File: config.mk
export PLATFORM = sky130hd
export DESIGN_NAME = branch_predictor_flat
export DESIGN_NICKNAME = d
export VERILOG_FILES = /design/src/rtl/branch_predictor_if.sv /design/src/rtl/branch_predictor.sv /design/src/flat_wrapper.sv
export SDC_FILE = /design/constraint.sdc
export NUM_CORES = 2
export LEC_CHECK = 0
export CORE_MARGIN = 2
export CORE_UTILIZATION = 38
export CTS_CLUSTER_SIZE = 40
export DETAILED_ROUTE_END_ITERATION = 7
export SLEW_MARGIN = 20
export SYNTH_ARGS = -nofsm -noshare
export SYNTH_HDL_FRONTEND = slang
export SYNTH_SLANG_ARGS = --single-unit
File: constraint.sdc
create_clock -name clk -period 6 [get_ports clk]
set_clock_uncertainty 0.1 [all_clocks]
set_input_delay 0.9 -clock clk [delete_from_list [all_inputs] [get_ports clk]]
set_output_delay 0.9 -clock clk [all_outputs]
set_load 0.02 [all_outputs]
File: src/rtl/branch_predictor_if.sv
// Fetch/execute bus between the pipeline and the branch predictor.
// The pipeline side drives fetch PC and resolved-branch updates; the
// predictor side returns predict/mispredict redirects and statistics.
interface branch_predictor_if #(
    parameter int WIDTH = 32
);
    // Fetch-side lookup
    logic [WIDTH-1:0] PCF;
    logic             en;
    logic             pc_predict_redirect_o;
    logic [WIDTH-1:0] predicted_target_pc_o;
    logic             pred_taken_F_o;

    // Execute-side resolution and training
    logic             update_valid_i;
    logic [WIDTH-1:0] update_pc_i;
    logic [WIDTH-1:0] update_pc_plus4_i;
    logic             update_is_jump_i;
    logic             update_taken_i;
    logic [WIDTH-1:0] update_target_i;
    logic             update_pred_taken_i;
    logic [WIDTH-1:0] update_pred_target_i;
    logic             pc_redirect_o;
    logic [WIDTH-1:0] mispredict_target_pc_o;

    // Statistics
    logic [31:0]      branch_count_o;
    logic [31:0]      mispredict_count_o;

    modport master (
        output PCF, en,
        output update_valid_i, update_pc_i, update_pc_plus4_i, update_is_jump_i,
        output update_taken_i, update_target_i, update_pred_taken_i, update_pred_target_i,
        input  pc_predict_redirect_o, predicted_target_pc_o, pred_taken_F_o,
        input  pc_redirect_o, mispredict_target_pc_o,
        input  branch_count_o, mispredict_count_o
    );

    modport slave (
        input  PCF, en,
        input  update_valid_i, update_pc_i, update_pc_plus4_i, update_is_jump_i,
        input  update_taken_i, update_target_i, update_pred_taken_i, update_pred_target_i,
        output pc_predict_redirect_o, predicted_target_pc_o, pred_taken_F_o,
        output pc_redirect_o, mispredict_target_pc_o,
        output branch_count_o, mispredict_count_o
    );
endinterface

File: src/rtl/branch_predictor.sv
// Fetch-side branch predictor: direct-mapped BTB with 2-bit saturating
// direction counters, execute-side mispredict detection and training,
// and branch/mispredict statistics.
module branch_predictor #(
    parameter int WIDTH    = 32,
    parameter int ENTRIES  = 16,
    parameter int IDX_BITS = $clog2(ENTRIES)
) (
    input logic          clk,
    input logic          rst_n,
    branch_predictor_if.slave bp
);
    localparam int TAG_W = WIDTH - IDX_BITS - 2;

    // Table state, one element per BTB entry
    logic             valid_q  [ENTRIES];
    logic [TAG_W-1:0] tag_q    [ENTRIES];
    logic [WIDTH-3:0] target_q [ENTRIES];
    logic [1:0]       ctr_q    [ENTRIES];
    logic             jump_q   [ENTRIES];

    logic [31:0] branch_count_q;
    logic [31:0] mispredict_count_q;

    // Fetch lookup
    logic [IDX_BITS-1:0] idx_f;
    logic [TAG_W-1:0]    tag_f;
    logic                hit_f;
    logic                pred_taken;

    // Execute update
    logic [IDX_BITS-1:0] idx_u;
    logic [TAG_W-1:0]    tag_u;
    logic                hit_u;
    logic [WIDTH-1:0]    target_aligned;
    logic                mispredict;
    logic                redirect;

    assign idx_f = bp.PCF[IDX_BITS+1:2];
    assign tag_f = bp.PCF[WIDTH-1:IDX_BITS+2];
    assign idx_u = bp.update_pc_i[IDX_BITS+1:2];
    assign tag_u = bp.update_pc_i[WIDTH-1:IDX_BITS+2];
    assign target_aligned = {bp.update_target_i[WIDTH-1:2], 2'b00};

    // Lookup of the fetch PC against registered (pre-update) table state
    always_comb begin
        // NOTE: every output of a combinational block gets a default first so
        // no path leaves it unassigned and infers a latch.
        hit_f                    = 1'b0;
        pred_taken               = 1'b0;
        bp.predicted_target_pc_o = '0;
        if (valid_q[idx_f] && (tag_q[idx_f] == tag_f)) begin
            hit_f                    = 1'b1;
            pred_taken               = jump_q[idx_f] || ctr_q[idx_f][1];
            bp.predicted_target_pc_o = {target_q[idx_f], 2'b00};
        end
    end

    // Resolve the executed branch against what fetch predicted
    always_comb begin
        mispredict                = 1'b0;
        redirect                  = 1'b0;
        bp.mispredict_target_pc_o = '0;
        hit_u                     = valid_q[idx_u] && (tag_q[idx_u] == tag_u);
        mispredict = (bp.update_pred_taken_i != bp.update_taken_i) ||
                     (bp.update_pred_taken_i && bp.update_taken_i &&
                      (bp.update_pred_target_i != target_aligned));
        redirect = bp.update_valid_i && mispredict;
        if (redirect) begin
            bp.mispredict_target_pc_o = bp.update_taken_i ? target_aligned
                                                          : bp.update_pc_plus4_i;
        end
    end

    // A mispredict redirect always wins over a same-cycle prediction
    assign bp.pc_redirect_o         = redirect;
    assign bp.pred_taken_F_o        = pred_taken;
    assign bp.pc_predict_redirect_o = pred_taken && bp.en && !redirect;
    assign bp.branch_count_o        = branch_count_q;
    assign bp.mispredict_count_o    = mispredict_count_q;

    // Table training and statistics; reset clears all learned state
    always_ff @(posedge clk) begin
        // NOTE: the BTB arrays are reset explicitly because a reset must
        // discard all training, so this table cannot map to a plain RAM.
        if (!rst_n) begin
            for (int i = 0; i < ENTRIES; i++) begin
                // NOTE: non-blocking assignments keep every register sampling
                // its pre-edge inputs, independent of statement order.
                valid_q[i]  <= 1'b0;
                tag_q[i]    <= '0;
                target_q[i] <= '0;
                ctr_q[i]    <= 2'b01;
                jump_q[i]   <= 1'b0;
            end
            branch_count_q     <= '0;
            mispredict_count_q <= '0;
        end else if (bp.update_valid_i) begin
            branch_count_q <= branch_count_q + 32'd1;
            if (redirect) begin
                mispredict_count_q <= mispredict_count_q + 32'd1;
            end
            if (hit_u) begin
                if (bp.update_taken_i) begin
                    if (ctr_q[idx_u] != 2'b11) ctr_q[idx_u] <= ctr_q[idx_u] + 2'd1;
                    target_q[idx_u] <= bp.update_target_i[WIDTH-1:2];
                    jump_q[idx_u]   <= bp.update_is_jump_i;
                end else if (ctr_q[idx_u] != 2'b00) begin
                    ctr_q[idx_u] <= ctr_q[idx_u] - 2'd1;
                end
            end else if (bp.update_taken_i) begin
                valid_q[idx_u]  <= 1'b1;
                tag_q[idx_u]    <= tag_u;
                target_q[idx_u] <= bp.update_target_i[WIDTH-1:2];
                ctr_q[idx_u]    <= 2'b10;
                jump_q[idx_u]   <= bp.update_is_jump_i;
            end
        end
    end
endmodule

File: src/flat_wrapper.sv
// flat-port wrapper written by rule: the top's interface ports become plain ports
module branch_predictor_flat 
#(
    parameter int WIDTH    = 32,
    parameter int ENTRIES  = 16,
    parameter int IDX_BITS = $clog2(ENTRIES)
)
  (clk, rst_n, bp_PCF, bp_en, bp_update_valid_i, bp_update_pc_i, bp_update_pc_plus4_i, bp_update_is_jump_i, bp_update_taken_i, bp_update_target_i, bp_update_pred_taken_i, bp_update_pred_target_i, bp_pc_predict_redirect_o, bp_predicted_target_pc_o, bp_pred_taken_F_o, bp_pc_redirect_o, bp_mispredict_target_pc_o, bp_branch_count_o, bp_mispredict_count_o);
  branch_predictor_if #(.WIDTH(WIDTH)) bp_i ();
  input logic clk;
  input logic rst_n;
  input wire logic [$bits(bp_i.PCF)-1:0] bp_PCF;
  input wire logic [$bits(bp_i.en)-1:0] bp_en;
  input wire logic [$bits(bp_i.update_valid_i)-1:0] bp_update_valid_i;
  input wire logic [$bits(bp_i.update_pc_i)-1:0] bp_update_pc_i;
  input wire logic [$bits(bp_i.update_pc_plus4_i)-1:0] bp_update_pc_plus4_i;
  input wire logic [$bits(bp_i.update_is_jump_i)-1:0] bp_update_is_jump_i;
  input wire logic [$bits(bp_i.update_taken_i)-1:0] bp_update_taken_i;
  input wire logic [$bits(bp_i.update_target_i)-1:0] bp_update_target_i;
  input wire logic [$bits(bp_i.update_pred_taken_i)-1:0] bp_update_pred_taken_i;
  input wire logic [$bits(bp_i.update_pred_target_i)-1:0] bp_update_pred_target_i;
  output wire logic [$bits(bp_i.pc_predict_redirect_o)-1:0] bp_pc_predict_redirect_o;
  output wire logic [$bits(bp_i.predicted_target_pc_o)-1:0] bp_predicted_target_pc_o;
  output wire logic [$bits(bp_i.pred_taken_F_o)-1:0] bp_pred_taken_F_o;
  output wire logic [$bits(bp_i.pc_redirect_o)-1:0] bp_pc_redirect_o;
  output wire logic [$bits(bp_i.mispredict_target_pc_o)-1:0] bp_mispredict_target_pc_o;
  output wire logic [$bits(bp_i.branch_count_o)-1:0] bp_branch_count_o;
  output wire logic [$bits(bp_i.mispredict_count_o)-1:0] bp_mispredict_count_o;
  assign bp_i.PCF = bp_PCF;
  assign bp_i.en = bp_en;
  assign bp_i.update_valid_i = bp_update_valid_i;
  assign bp_i.update_pc_i = bp_update_pc_i;
  assign bp_i.update_pc_plus4_i = bp_update_pc_plus4_i;
  assign bp_i.update_is_jump_i = bp_update_is_jump_i;
  assign bp_i.update_taken_i = bp_update_taken_i;
  assign bp_i.update_target_i = bp_update_target_i;
  assign bp_i.update_pred_taken_i = bp_update_pred_taken_i;
  assign bp_i.update_pred_target_i = bp_update_pred_target_i;
  assign bp_pc_predict_redirect_o = bp_i.pc_predict_redirect_o;
  assign bp_predicted_target_pc_o = bp_i.predicted_target_pc_o;
  assign bp_pred_taken_F_o = bp_i.pred_taken_F_o;
  assign bp_pc_redirect_o = bp_i.pc_redirect_o;
  assign bp_mispredict_target_pc_o = bp_i.mispredict_target_pc_o;
  assign bp_branch_count_o = bp_i.branch_count_o;
  assign bp_mispredict_count_o = bp_i.mispredict_count_o;
  branch_predictor #(.WIDTH(WIDTH), .ENTRIES(ENTRIES), .IDX_BITS(IDX_BITS)) u_core (.clk(clk), .rst_n(rst_n), .bp(bp_i));
endmodule
==> reports/results.ini <==
[routing]
vias_per_cell = 5.90
vias = 34300
ant_nets = 0
route.detailed.wl_per_inst_um = 30.3
post_detailed_route_drc_marker_count = 0
drt-pass1-iter-count = 5
routed_wirelength_mm = 176
first_drt_iteration_drcs = 4459

[floorplanning]
fp.dieArea_mm2 = 0.140
floorplan.core_area_mm2 = 0.135
floorplan.initialDensity = 0.383
die_w_um = 374
core.rowCount = 135
io-pin-count = 298
die_y_um = 374

[clocking]
tritoncts_num_sinks = 1024
cts.clk_slew.worst_paths_ps = 60
clock_tree.buffer_depth = 3
cts.root.buffer_cell = sky130_fd_sc_hd__clkbuf_16
cts_hold_buffers = 0
h-tree-depth = 3
cts_made_buffers = 112
cts_tree = yes
clock_latency_ps = 770

[grt]
global_route_wire_length_before_repair_mm = 249
first_global_vias = 34400
gr-usage-met2 = 0.401
grt_start_max_net_pins = 116
grt_antenna_before_repair = 12
global_route.overflow_total = 0
met1_usage = 0.329
use_met3 = 0.0418
global_route.usage.total = 0.247
grt_most_used_layer = met2

[setup_path]
critPathLaunchType = primary input
path_buf_inv = 6
criticalPathCategory = in2out
crit_path_cell_trace = buf_6, buf_4, mux4_2, mux4_2, xnor2_1, nand4_1, nor2_1, nand4_1, buf_4, buf_4, clkbuf_16, nor2b_1, clkdlybuf4s50_1
worst-r2r-cell-count = 11
slowest_delay_ps = 610
r2r_end = u_core.ctr_q[1][1]$_SDFFCE_PN0P_
critical-path-top-delay-family = buffers and inverters
cp_data_required_time_ps = 5000
r2r-start = u_core.tag_q[0][25]$_SDFFCE_PN0P_
setup.reg_to_reg.worst_slack_ps = 1470
cp_slowest_cell = sky130_fd_sc_hd__clkdlybuf4s50_1
timing.critical_path.to_type = output pin
worst_path_most_repeated_cell = sky130_fd_sc_hd__buf_4
worst_ep_arrival_time_ps = 4740
worstPathMaxFanout = 21

[finish]
final_util = 0.457
area.growth.synth_to_final_pct = 19.2
area_used_by_multi_input_combinational_logic_mm2 = 0.0209
drive_gt1_frac = 0.214
design.final.nets = 4091
regArea_mm2 = 0.0298
fillCellCount = 11900

[synthesis]
ys_seq_area_frac = 0.574
post-synth-top-area-cell = sky130_fd_sc_hd__edfxtp_1
synthArstFlopShare = 0
synthesis.yosys.warnings = 0
syn_area_mm2 = 0.0519
yosys.cell_types.count = 69
synthFlopType = sky130_fd_sc_hd__edfxtp_1
synth_area_per_cell_um2 = 14.1
yosys-top-cells-area = sky130_fd_sc_hd__edfxtp_1 (54%), sky130_fd_sc_hd__mux4_2 (16%), sky130_fd_sc_hd__and2_1 (8.1%)
synth_enable_flop_cells = 928
ys_seq_elements = 1024
synth.top_cell.area_share = 0.537
postSynthCellCount = 3676

[timing]
final_max_slew_viols = 0
min_period_ps = 5740
relSlewSlack = 0.242
tightestPinTransition_ps = 1140
finalHoldViolCount = 0
final_critical_path_setup_slack_ps = 264
grt_setup_unrepaired = false
maximum_clock_rate_mhz = 174
finalSetupViolCount = 0
layout_worst_path_cycle_share = 0.956

[worst_hold_path]
holdCritStartpoint = u_core.valid_q[8]$_DFF_P_
holdCritPathClass = reg2reg
worstHoldEndpoint = u_core.valid_q[8]$_DFF_P_
holdPathStages = 1

[power_and_ir_drop]
power.static_leakage_nw = 21.7
total_power_w = 0.0173
power.density_mw_per_mm2 = 279
peakVddDrop_v = 0.000243

[placement]
worst_setup_slack_post_dpl_ps = -84.3
place.gp.congestion = 0.902
io_buffers = 289
post-dp-hpwl_mm = 106

[outcome]
run_status = complete, no violations

[job]
max_cap_violations = 0

[synth_stat cells, types with 16 or more instances]
master,count
sky130_fd_sc_hd__mux4_2,362
sky130_fd_sc_hd__nor2_1,85
sky130_fd_sc_hd__nor3_1,88
sky130_fd_sc_hd__nand2_1,117
sky130_fd_sc_hd__nor4_1,108
sky130_fd_sc_hd__and2_1,676
sky130_fd_sc_hd__and3_1,163
sky130_fd_sc_hd__clkbuf_1,268
sky130_fd_sc_hd__nand4_1,30
sky130_fd_sc_hd__buf_2,44
sky130_fd_sc_hd__a22oi_1,18
sky130_fd_sc_hd__dfxtp_1,96
sky130_fd_sc_hd__nor2b_1,44
sky130_fd_sc_hd__o21ai_0,46
sky130_fd_sc_hd__a21oi_1,26
sky130_fd_sc_hd__edfxtp_1,928
sky130_fd_sc_hd__xnor2_1,86
sky130_fd_sc_hd__nand3_1,32
sky130_fd_sc_hd__nand2b_1,16
sky130_fd_sc_hd__inv_1,18
sky130_fd_sc_hd__xor2_1,58
sky130_fd_sc_hd__buf_1,42
sky130_fd_sc_hd__a21o_1,17
sky130_fd_sc_hd__buf_4,22
sky130_fd_sc_hd__mux2i_1,130
[cells by family after synthesis]
| kind of cell | Yosys count | synth area share |
|---|---|---|
| AOI/OAI and AO/OA | 209 | 0.0293 |
| xor gates and xnor gates | 144 | 0.0243 |
| adders and majority gates | 3 | 0.000723 |
| buffers and inverters | 407 | 0.0327 |
| DFF | 1024 | 0.574 |
| muxes | 505 | 0.185 |
| other | 1 | 0.0000722 |
| and+or+nand+nor | 1383 | 0.154 |
[power by group]
part | internal, W | switching, W
sequential | 0.00812 | 0.000144
clock | 0.00402 | 0.00301
combinational | 0.000850 | 0.00111
total | 0.0130 | 0.00426
[through the flow]
stage          TNS [ps]  hold WS [ps]  cell area [µm²]  cells
3_5_place_dp      -84.3           360            58100   5585
4_1_cts               0           372            61800   5795
6_report              0           372            61900   5805
2_1_floorplan         0           338            51900   3677
5_1_grt               0           394            61900   5800
3_3_place_gp       -139           357            58100   5585
[worst max path at each step]
stage	slack [ps]	end	from	depth (start not counted)
2_1_floorplan	440	u_core.tag_q[0][0]$_SDFFCE_PN0P_	bp_update_pc_i[2]	13
3_3_place_gp	-90	bp_pc_predict_redirect_o	bp_PCF[2]	15
3_5_place_dp	-80	bp_pc_predict_redirect_o	bp_PCF[2]	15
4_1_cts	100	bp_pc_predict_redirect_o	bp_PCF[3]	13
5_1_grt	190	bp_pc_predict_redirect_o	bp_PCF[2]	14
6_report	260	bp_predicted_target_pc_o[8]	bp_PCF[3]	13
[layout make-up]
class	count	share of cell area
diodes	7	0.000283
clock buffers	145	0.0486
clock inverters	65	0.0115
inverters	27	0.00164
multi-input cells	2246	0.338
flip-flops and latches	1024	0.481
well taps	1781	0.0360
repair buffers	510	0.0827
[sequential cells by signal (all words and copies together), names as in the netlist]
register	cells
u_core.bp.mispredict_count_o	32
u_core.bp.branch_count_o	32
u_core.valid_q	16
u_core.ctr_q	32
u_core.jump_q	16
u_core.target_q	480
u_core.tag_q	416
[cell usage in the layout, fill, tap and decap left out, types with 86 or more instances in the layout]
master | netlist | routed
sky130_fd_sc_hd__dfxtp_1 | 96 | 96
sky130_fd_sc_hd__edfxtp_1 | 928 | 928
sky130_fd_sc_hd__nor4_1 | 108 | 107
sky130_fd_sc_hd__nand2_1 | 117 | 111
sky130_fd_sc_hd__xnor2_1 | 86 | 86
sky130_fd_sc_hd__clkdlybuf4s50_1 | 0 | 276
sky130_fd_sc_hd__mux2i_1 | 130 | 130
sky130_fd_sc_hd__and3_1 | 163 | 162
sky130_fd_sc_hd__buf_4 | 22 | 182
sky130_fd_sc_hd__clkbuf_16 | 0 | 114
sky130_fd_sc_hd__and2_1 | 676 | 676
sky130_fd_sc_hd__mux4_2 | 362 | 362
[timing repair]
action,CTS,global route
resized for setup,1,2
setup buffers,0,2
pin swaps,0,1
endpoints found under the setup margin,1,1
endpoints found under the hold margin,0,0
cloned,0,1
[per-layer routing]
metal / vias to the layer above / wire length (µm)
li1: 14400 / -
met1: 17500 / 68700
met2: 1941 / 83600
met3: 384 / 16200
met4: 6 / 7060
met5: - / 41
(Power assumes the default switching activity.)
